$ cat config.mk
export PLATFORM = sky130hd
export DESIGN_NAME = veto_err_monitor_flat
export DESIGN_NICKNAME = d
export VERILOG_FILES = /design/src/rtl/veto_err_monitor_if.sv /design/src/rtl/veto_err_monitor.sv /design/src/flat_wrapper.sv
export SDC_FILE = /design/constraint.sdc
export NUM_CORES = 1
export LEC_CHECK = 0
export CORE_AREA = 5 5 207 209
export CTS_CLUSTER_DIAMETER = 60
export DETAILED_ROUTE_END_ITERATION = 16
export DIE_AREA = 0 0 212 214
export PLACE_DENSITY_LB_ADDON = 0.2
export RECOVER_POWER = 100
export SKIP_CTS_REPAIR_TIMING = 1
export SKIP_LAST_GASP = 1
export SLEW_MARGIN = 0
export SYNTH_ARGS = -nofsm -noshare
export SYNTH_HDL_FRONTEND = slang
export SYNTH_SLANG_ARGS = --single-unit
$ cat constraint.sdc
create_clock -name clk -period 4.5 [get_ports clk]
set_input_delay 1.125 -clock clk [delete_from_list [all_inputs] [get_ports clk]]
set_output_delay 1.125 -clock clk [all_outputs]
set_load 0.02 [all_outputs]
$ cat src/rtl/veto_err_monitor_if.sv
// Signal bundle between the spill-control side and the veto error monitor.
// The master side drives the live gate, strobe, bus and mask; the monitor reports results.
interface veto_err_monitor_if #(
    parameter int N_GRP = 29,
    parameter int GRP_W = 8,
    parameter int IDX_W = 8,
    parameter int CNT_W = 16
);
    logic                   in_live;
    logic                   got_veto_err;
    logic [N_GRP*GRP_W-1:0] veto_err_bus;
    logic [N_GRP*GRP_W-1:0] err_mask;
    logic                   clr_cnt;
    logic                   busy;
    logic                   scan_done;
    logic                   is_veto_err;
    logic [N_GRP-1:0]       err_grp;
    logic [IDX_W-1:0]       first_err_ch;
    logic [IDX_W-1:0]       n_err_grp;
    logic [CNT_W-1:0]       err_spill_cnt;

    modport master (
        output in_live, got_veto_err, veto_err_bus, err_mask, clr_cnt,
        input  busy, scan_done, is_veto_err, err_grp, first_err_ch, n_err_grp, err_spill_cnt
    );

    modport slave (
        input  in_live, got_veto_err, veto_err_bus, err_mask, clr_cnt,
        output busy, scan_done, is_veto_err, err_grp, first_err_ch, n_err_grp, err_spill_cnt
    );
endinterface

$ cat src/rtl/veto_err_monitor.sv
// Per-spill veto error monitor: snapshots the masked error bus on the first strobe of a
// live period, then scans one channel group per cycle to build the summary results.
module veto_err_monitor #(
    parameter int N_GRP = 29,
    parameter int GRP_W = 8,
    parameter int IDX_W = 8,
    parameter int CNT_W = 16
) (
    input  logic              clk,
    input  logic              rst,
    veto_err_monitor_if.slave vif
);
    localparam int BUS_W = N_GRP * GRP_W;

    typedef enum logic [1:0] {IDLE, ARMED, SCAN, DONE} state_t;

    state_t             state_q, state_d;
    logic [BUS_W-1:0]   snap_q;
    logic [IDX_W-1:0]   grp_idx_q;
    logic               busy_q, scan_done_q, is_err_q;
    logic [N_GRP-1:0]   err_grp_q;
    logic [IDX_W-1:0]   first_q, n_err_q;
    logic [CNT_W-1:0]   cnt_q;

    logic               capture, scan_step, last_grp, grp_nz;
    logic [IDX_W-1:0]   grp_base;
    logic [GRP_W-1:0]   grp_bits;
    logic [IDX_W-1:0]   grp_lsb;

    function automatic logic [IDX_W-1:0] lowest_bit(input logic [GRP_W-1:0] v);
        logic [IDX_W-1:0] pos;
        pos = '0;
        for (int i = GRP_W - 1; i >= 0; i--)
            if (v[i]) pos = IDX_W'(i);
        return pos;
    endfunction

    assign grp_base = grp_idx_q * IDX_W'(GRP_W);
    assign grp_bits = GRP_W'(snap_q >> grp_base);
    assign grp_nz   = |grp_bits;
    assign grp_lsb  = lowest_bit(grp_bits);
    assign last_grp = (grp_idx_q == IDX_W'(N_GRP - 1));

    // Dropping in_live overrides every state, so abort and re-arm share one path.
    always_comb begin
        state_d   = state_q;
        capture   = 1'b0;
        scan_step = 1'b0;
        if (!vif.in_live) begin
            state_d = IDLE;
        end else begin
            case (state_q)
                IDLE:  state_d = ARMED;
                ARMED: if (vif.got_veto_err) begin
                    capture = 1'b1;
                    state_d = SCAN;
                end
                SCAN: begin
                    scan_step = 1'b1;
                    if (last_grp) state_d = DONE;
                end
                DONE:    state_d = DONE;
                default: state_d = IDLE;
            endcase
        end
    end

    always_ff @(posedge clk) begin
        if (rst) begin
            state_q     <= IDLE;
            snap_q      <= '0;
            grp_idx_q   <= '0;
            busy_q      <= 1'b0;
            scan_done_q <= 1'b0;
            is_err_q    <= 1'b0;
            err_grp_q   <= '0;
            first_q     <= '1;
            n_err_q     <= '0;
            cnt_q       <= '0;
        end else begin
            state_q     <= state_d;
            scan_done_q <= 1'b0;
            if (!vif.in_live) begin
                busy_q    <= 1'b0;
                grp_idx_q <= '0;
                is_err_q  <= 1'b0;
                err_grp_q <= '0;
                first_q   <= '1;
                n_err_q   <= '0;
            end else if (capture) begin
                snap_q    <= vif.veto_err_bus & ~vif.err_mask;
                grp_idx_q <= '0;
                busy_q    <= 1'b1;
            end else if (scan_step) begin
                err_grp_q <= err_grp_q | (N_GRP'(grp_nz) << grp_idx_q);
                if (grp_nz) n_err_q <= n_err_q + IDX_W'(1);
                if (grp_nz && (first_q == '1)) first_q <= grp_base + grp_lsb;
                grp_idx_q <= grp_idx_q + IDX_W'(1);
                if (last_grp) begin
                    busy_q      <= 1'b0;
                    scan_done_q <= 1'b1;
                    is_err_q    <= |snap_q;
                end
            end

            // Clear beats a coincident end-of-scan increment.
            if (vif.clr_cnt)
                cnt_q <= '0;
            else if (scan_step && last_grp && (|snap_q) && (cnt_q != '1))
                cnt_q <= cnt_q + CNT_W'(1);
        end
    end

    assign vif.busy          = busy_q;
    assign vif.scan_done     = scan_done_q;
    assign vif.is_veto_err   = is_err_q;
    assign vif.err_grp       = err_grp_q;
    assign vif.first_err_ch  = first_q;
    assign vif.n_err_grp     = n_err_q;
    assign vif.err_spill_cnt = cnt_q;
endmodule

$ cat src/flat_wrapper.sv
// flat-port wrapper written by rule: the top's interface ports become plain ports
module veto_err_monitor_flat 
#(
    parameter int N_GRP = 29,
    parameter int GRP_W = 8,
    parameter int IDX_W = 8,
    parameter int CNT_W = 16
)
  (clk, rst, vif_in_live, vif_got_veto_err, vif_veto_err_bus, vif_err_mask, vif_clr_cnt, vif_busy, vif_scan_done, vif_is_veto_err, vif_err_grp, vif_first_err_ch, vif_n_err_grp, vif_err_spill_cnt);
  veto_err_monitor_if #(.N_GRP(N_GRP), .GRP_W(GRP_W), .IDX_W(IDX_W), .CNT_W(CNT_W)) vif_i ();
  input  logic clk;
  input  logic rst;
  input wire logic [$bits(vif_i.in_live)-1:0] vif_in_live;
  input wire logic [$bits(vif_i.got_veto_err)-1:0] vif_got_veto_err;
  input wire logic [$bits(vif_i.veto_err_bus)-1:0] vif_veto_err_bus;
  input wire logic [$bits(vif_i.err_mask)-1:0] vif_err_mask;
  input wire logic [$bits(vif_i.clr_cnt)-1:0] vif_clr_cnt;
  output wire logic [$bits(vif_i.busy)-1:0] vif_busy;
  output wire logic [$bits(vif_i.scan_done)-1:0] vif_scan_done;
  output wire logic [$bits(vif_i.is_veto_err)-1:0] vif_is_veto_err;
  output wire logic [$bits(vif_i.err_grp)-1:0] vif_err_grp;
  output wire logic [$bits(vif_i.first_err_ch)-1:0] vif_first_err_ch;
  output wire logic [$bits(vif_i.n_err_grp)-1:0] vif_n_err_grp;
  output wire logic [$bits(vif_i.err_spill_cnt)-1:0] vif_err_spill_cnt;
  assign vif_i.in_live = vif_in_live;
  assign vif_i.got_veto_err = vif_got_veto_err;
  assign vif_i.veto_err_bus = vif_veto_err_bus;
  assign vif_i.err_mask = vif_err_mask;
  assign vif_i.clr_cnt = vif_clr_cnt;
  assign vif_busy = vif_i.busy;
  assign vif_scan_done = vif_i.scan_done;
  assign vif_is_veto_err = vif_i.is_veto_err;
  assign vif_err_grp = vif_i.err_grp;
  assign vif_first_err_ch = vif_i.first_err_ch;
  assign vif_n_err_grp = vif_i.n_err_grp;
  assign vif_err_spill_cnt = vif_i.err_spill_cnt;
  veto_err_monitor #(.N_GRP(N_GRP), .GRP_W(GRP_W), .IDX_W(IDX_W), .CNT_W(CNT_W)) u_core (.clk(clk), .rst(rst), .vif(vif_i));
endmodule
After elaboration in Yosys (flattened, before gate mapping). Index checks and enable logic that the tools add are counted.

Output and inout bits: 64. Register bits after elaboration: 306.

Add/subtract/negate cells: 4. Reductions and logical operators: 20. Multiplexer cells: 20. Bitwise logic cells: 6. Equal/unequal tests: 8. Shift operators: 2.

Operators by type and width (count): $and A232 B232 Y232 (1); $not A232 Y232 (1); $reduce_or A232 Y1 (1); $shr A232 B8 Y8 (1); $or A29 B29 Y29 (1); $shl A1 B8 Y29 (1); $mux W3 (8); $add A16 B1 Y16 const B (1); $add A8 B1 Y8 const B (2); $ne A16 B16 Y1 const B (1); $mux W1 (9); $reduce_and A3 Y1 (3); $add A8 B3 Y8 (1); $eq A8 B5 Y1 const B (1); $eq A8 B8 Y1 const B (1); $pmux W2 S4 (1); $reduce_and A2 Y1 (4); $reduce_or A8 Y1 (1); $eq A2 B2 Y1 const B (2); $logic_and A1 B1 Y1 (4); $mux W2 (2); $reduce_bool A2 Y1 (2); $reduce_or A2 Y1 (2); $reduce_or A4 Y1 (1); 6 further kinds (8).

Logic depth before layout (Yosys ltp). Gate-level depths: netlist of the first run.

Word-level depth: 10. Gate-level depth with buffers: 13. Depth with buffers taken out: 8.

Worst setup path after synthesis of the first run. No wires, ideal clock.

Kind: flip-flop to flip-flop. Start: register u_core.grp_idx_q[0]. End: register u_core.cnt_q[5], in the netlist u_core.vif.err_spill_cnt[5]. Arrival: 2.701 ns. Stages on the path, launching flop included: 14. Library setup time: 0.071 ns. Slack: 1.729 ns. Required time: 4.429 ns. Buffers on the path: 5. Period minus slack after synthesis: 2.771 ns. Cells stage by stage: dfxtp_1 > buf_6 > buf_6 > buf_2 > clkbuf_1 > inv_1 > ha_1 > nor4b_1 > nand3_1 > nor2_2 > nand3_1 > buf_2 > or4_1 > a21oi_1.

Cells in the longest elaborated chain, start to end: 4.

Ends and longest elaborated chain: from (decl) (line veto_err_monitor.sv:19) `logic [IDX_W-1:0] grp_idx_q;`; from (signal assigned) (line veto_err_monitor.sv:98) `grp_idx_q <= grp_idx_q + IDX_W'(1);`; $eq A8 B5 Y1 (line veto_err_monitor.sv:42) `assign last_grp = (grp_idx_q == IDX_W'(N_GRP - 1));`; $logic_and A1 B1 Y1 (3 in a row) (line veto_err_monitor.sv:109) `else if (scan_step && last_grp && (|snap_q) && (cnt_q != '1))`; to (signal assigned) (line veto_err_monitor.sv:110) `cnt_q <= cnt_q + CNT_W'(1);`; to (decl) (line veto_err_monitor.sv:23) `logic [CNT_W-1:0] cnt_q;`.

Every way passes these cells. A chain may end at the register's enable or synchronous reset.

Worst setup path in the final report of the first run.
Start: register u_core.grp_idx_q[2]. End: register u_core.n_err_q[6], in the netlist u_core.vif.n_err_grp[6].

Cells in the longest elaborated chain, start to end: 3.

Ends and longest elaborated chain: $shr A232 B8 Y8 (line veto_err_monitor.sv:39) `assign grp_bits = GRP_W'(snap_q >> grp_base);`; $reduce_or A8 Y1 (line veto_err_monitor.sv:40) `assign grp_nz = |grp_bits;`; $reduce_and A3 Y1 (no source line); to (signal assigned) (line veto_err_monitor.sv:96) `if (grp_nz) n_err_q <= n_err_q + IDX_W'(1);`; to (decl) (line veto_err_monitor.sv:22) `logic [IDX_W-1:0] first_q, n_err_q;`.

Every way passes these cells.

==> results of run 1 <==
state kept, by name (all words and copies together) (netlist names):
| register | flops |
|---|---|
| u_core.snap_q | 232 |
| u_core.vif.err_grp | 29 |
| u_core.vif.busy | 1 |
| u_core.vif.n_err_grp | 8 |
| u_core.vif.first_err_ch | 8 |
| u_core.vif.is_veto_err | 1 |
| u_core.state_q | 2 |
| u_core.grp_idx_q | 8 |
| u_core.vif.scan_done | 1 |
| u_core.vif.err_spill_cnt | 16 |
path summary, 6_finish.rpt:
path | startpoint | endpoint | slack, ns | cells after the start
worst max-delay path | u_core.grp_idx_q[2] | u_core.vif.n_err_grp[6] | 0.89 | 8
worst min-delay path | u_core.vif.err_grp[24] | u_core.vif.err_grp[24] | 0.47 | 2
worst max register to register | u_core.grp_idx_q[2] | u_core.vif.n_err_grp[6] | 0.89 | 8
worst min register to register | u_core.vif.err_grp[24] | u_core.vif.err_grp[24] | 0.47 | 2
cell usage after synthesis, types with 14 or more instances:
cell,n
dfxtp_1,306
mux2_2,18
a22oi_1,14
clkbuf_1,89
mux4_2,43
nor3b_1,234
nor4_1,62
a21oi_1,249
buf_2,16
nand2_1,56
nand3_1,17
a31oi_1,23
nor2_1,295
nand4_1,32
stage by stage:
| step | std cells | utilization | power, mW |
|---|---|---|---|
| final | 2659 | 0.5208 | 6.380 |
| after global routing | 2659 | 0.5208 | 6.593 |
| after CTS | 2659 | 0.5222 | 6.437 |
| after detailed placement | 2598 | 0.4927 | 3.483 |
| after global placement | 2598 | 0.4927 | 3.476 |
| after floorplan | 1625 | - | 3.002 |
critical path, delay by kind of cell (launching register included):
kind	cells	cell delay (ns)
DFF	1	0.49
AOI/OAI and AO/OA	4	1.02
buffers and inverters	2	0.89
and+or+nand+nor	2	1.06
metal layers:
layer / part of all wire / vias up / global-route usage
met2: 0.47 / 668 / 0.4063
met4: 0.025 / 0 / 0.06055
met3: 0.083 / 103 / 0.05033
met5: 0 / - / 0
li1: - / 6903 / -
met1: 0.42 / 6945 / 0.3250
power breakdown:
| part | internal [mW] | switching [mW] |
|---|---|---|
| sequential | 2.73 | 0.0296 |
| combinational | 0.443 | 0.217 |
| clock | 1.82 | 1.14 |
| total | 4.99 | 1.39 |
logic make-up (layout without fill, tap and decap cells):
logic type | after synthesis | in the layout | share of synthesized area
and+or+nand+nor | 755 | 755 | 0.2903
AOI/OAI and AO/OA | 350 | 350 | 0.1415
DFF | 306 | 306 | 0.4294
buffers and inverters | 126 | 628 | 0.03806
muxes | 73 | 73 | 0.09051
xor gates and xnor gates | 11 | 11 | 0.006754
adders and majority gates | 4 | 4 | 0.003508
layout make-up:
| type | count | area (um^2) |
|---|---|---|
| clock buffers | 48 | 1017 |
| well taps | 532 | 665.6 |
| inverters | 8 | 30.03 |
| flip-flops and latches | 306 | 6133 |
| repair buffers | 559 | 5547 |
| multi-input cells | 1193 | 7595 |
| fillers | 3765 | 19480 |
| clock inverters | 13 | 181.4 |
==> impl_metrics.toml, run 1 <==
[sta]
period_needed_ns = 3.609
slew_viol_final = 0
fmax_mhz = 277.1
setup_slack_ns = 0.8908
fin_tns_setup_ns = 0
rsz0062_at_grt = "no"
skew_ns = 0.01479
setup_viol = 0
tightest_slew_ns = 1.241
slew_headroom = 0.1725
whs_ns = 0.4651
final-hold-violation-count = 0
fin_crit_sh = 0.8020

[floorplan]
rows = 74
die_w_um = 212
start_util = 0.3510
core_um2 = 40650
die_area_um2 = 45370
die_y_um = 214
ioPinCount = 533

[grt]
antenna_found_initial = 0
grt.overflow.total = 0
first_global_vias = 14600
grt_max_degree = 225
grt_pass1_wl_um = 87310
grt_usage = 0.2441

[routing]
drt_first_pass_iters = 5
ant_nets = 0
vias_per_cell = 5.498
drt-initial-drc-count = 1372
vias = 14620
wl_um = 58470
drcViolationCount = 0
wire_per_inst_um = 21.99

[yosys]
netlist_instances = 1625
ys_warn_count = 0
syn_area_um2 = 14270
ys.flop_type = "dfxtp_1"
avgSynthCellArea_um2 = 8.779
yosysTopAreaCellShare = 0.4294
synth_top_area_cell = "dfxtp_1"
synth-seq-cells = 306
synth.area.top_cells = "dfxtp_1, nor3b_1, a21oi_1, nor2_1, mux4_2"
synth.net_count = 2098
synth_edf_count = 0
yosysUniqueCellTypes = 62
synth-seq-area-share = 0.4294
async_reset_ff_frac = 0

[flow_run]
drv_cap = 0

[worst_setup_path]
slowest_delay_ns = 0.96
critical_path_peak_fanout = 51
cp-start-kind = "flip-flop"
cp_data_required_time_ns = 4.90
worstPathCellList = "clkbuf_1 > nor4bb_1 > a211oi_1 > o2bb2a_1 > nand4_2 > buf_4 > a31oi_1 > a41o_1"
end_kind = "flip-flop"
crit_arrival_ns = 4.01
crit_slowest_cell = "nor4bb_1"
crit_type = "reg -> reg"

[clock_tree]
htreeDepth = 2
cts_sinks = 306
root_buffer = "clkbuf_16"
clk_latency_ns = 0.51
cts-buffers-inserted = 36
ctsLongestPathBuffers = 3
cts_tree = "done"
clkTransAtPathRegs_ns = 0.06

[place]
io_buffer_count = 532
gp_congestion = 0.9238
dpl_cell_area_um2 = 20030
place_ws_ns = 1.018
dp_hpwl_um = 45810

[finish]
area_growth_pct = 48.39
nNetsFinal = 2577
antenna_cells = 0
drive_gt1_frac = 0.06676
final_cell_mix = "clkdlybuf4s50_1, dfxtp_1, nor2_1"
final_common_cell = "clkdlybuf4s50_1"
stdcell_area_um2 = 21170

[worst_hold_path]
min_path_type = "reg -> reg"

[power]
p_per_area_nw_per_um2 = 301.4
ir_drop_mv = 0.1967
leakagePower_nw = 7.441

[outcome]
status = "complete, no violations"
Note: power is estimated with default switching activity, not from simulation.
==> run 2: changes to the inputs <==
clock period = 3.8 ns   (was 4.5 ns; I/O delays follow)
==> run 2 against run 1 <==
Effect of this change: clock power rose by 18%; clock-buffer cell count rose by 2; flip-flop and latch count did not move; critical path depth rose by 1; utilization rose by 0.22 points; setup slack got worse by 0.58 ns; first-iteration DRC count fell by 15%; global-route usage rose by 0.69 points; non-clock buffer count rose by 12; design area rose by 0.43%; register-to-register slack got worse by 0.58 ns; power rose by 18%.
==> impl_metrics.toml, run 2 (synthesis gave the netlist of run 1 again) <==
[finish]
final-seq-area_um2 = 6133
fillers = 3775
area_growth_pct = 49.02
fin_cells = 2672
fin_util = 0.5230
largest-register = "u_core.snap_q"
nNetsFinal = 2588
largest_reg_flops = 232
drive_gt1_frac = 0.07523
multi_input_area_um2 = 7607
stdcell_area_um2 = 21260
final_common_cell = "clkdlybuf4s50_1"
antenna_cells = 0
final_cell_mix = "clkdlybuf4s50_1, dfxtp_1, nor2_1"

[power]
ir_drop_mv = 0.2597
p_per_area_nw_per_um2 = 355.5
p_total_mw = 7.558
leakagePower_nw = 7.510

[grt]
grt_pass1_wl_um = 89100
grt_max_degree = 140
antenna_found_initial = 0
first_global_vias = 14880
grt_usage = 0.2511
grt.overflow.total = 0

[routing]
wire_per_inst_um = 22.44
vias = 14710
drt-initial-drc-count = 1160
wl_met3_um = 5109
wl_um = 59960
drt-met1-wl_um = 24900
vias_per_cell = 5.506
drcViolationCount = 0
dr.max_layer_used = "met4"
ant_nets = 0
drt_first_pass_iters = 5
routed-wl-met2_um = 28400

[place]
dpl_cell_area_um2 = 20130
place_inst = 2610
io_buffer_count = 532
gp_congestion = 0.9618
place_ws_ns = 0.2762
dp_hpwl_um = 48230

[sta]
fin_crit_sh = 0.9192
skew_ns = 0.02058
setup_slack_ns = 0.3071
rsz0062_at_grt = "no"
fin_tns_setup_ns = 0
final-hold-violation-count = 0
slew_viol_final = 0
slew_headroom = 0.2967
fmax_mhz = 286.3
whs_ns = 0.4746
tightest_slew_ns = 1.041
setup_viol = 0
period_needed_ns = 3.493

[worst_setup_path]
cp-start-kind = "flip-flop"
end_kind = "flip-flop"
critical_path_peak_fanout = 24
crit_arrival_ns = 3.93
crit_type = "reg -> reg"
r2r_setup_slack_ns = 0.31
cp_data_required_time_ns = 4.23

[outcome]
status = "complete, no violations"

[clock_tree]
cts-buffers-inserted = 35
ctsLongestPathBuffers = 3
cts_tree = "done"
clk_latency_ns = 0.51
htreeDepth = 2
cts_sinks = 306
clkTransAtPathRegs_ns = 0.06
root_buffer = "clkbuf_16"

[floorplan]
die_w_um = 212
rows = 74
die_area_um2 = 45370
core_um2 = 40650
start_util = 0.3510
die_y_um = 214
ioPinCount = 533

[worst_hold_path]
min_path_type = "reg -> reg"

[flow_run]
drv_cap = 0
-- run 2: cell count changes in the layout (fill, tap and decap cells not counted), sizes merged --
cell,change
buf,+9
clkbuf,+5
clkinv,-2
inv,+1
-- run 2: final timing paths --
kind	from	end	cells past startpoint
max	u_core.grp_idx_q[2]	u_core.vif.err_grp[27]	9
min reg2reg	u_core.vif.err_grp[23]	u_core.vif.err_grp[23]	2
min	u_core.vif.err_grp[23]	u_core.vif.err_grp[23]	2
max reg2reg	u_core.grp_idx_q[2]	u_core.vif.err_grp[27]	9
-- run 2: routing by layer --
| metal | vias to the layer above | global-route usage |
|---|---|---|
| li1 | 6931 | - |
| met1 | 6965 | 0.3282 |
| met2 | 718 | 0.4190 |
| met3 | 98 | 0.05838 |
| met4 | 0 | 0.06420 |
| met5 | - | 0 |
-- run 2: worst max-delay path, stage by stage (launching register included) --
cell and delay [ns]:
dfxtp_1 0.73, nor2b_1 0.91, buf_4 0.30, a22oi_1 0.08, and3_1 0.26, o2bb2a_1 0.33
nand4_4 0.29, clkbuf_2 0.27, a31oi_1 0.11, nor2_1 0.13
-- run 2: where the power goes --
group	internal (mW)	switching [mW]	total [mW]	leakage, nW
combinational	0.528	0.255	0.783	4.44
clock	2.19	1.31	3.50	0.599
sequential	3.24	0.0375	3.27	2.47
-- run 2: final cells by class --
type,instances,share of cell area
Clock buffer,50,0.04914
Clock inverter,12,0.007887
Inverter,8,0.001413
Multi-Input combinational cell,1193,0.3578
Sequential cell,306,0.2885
Tap cell,532,0.03131
Timing Repair Buffer,571,0.2639
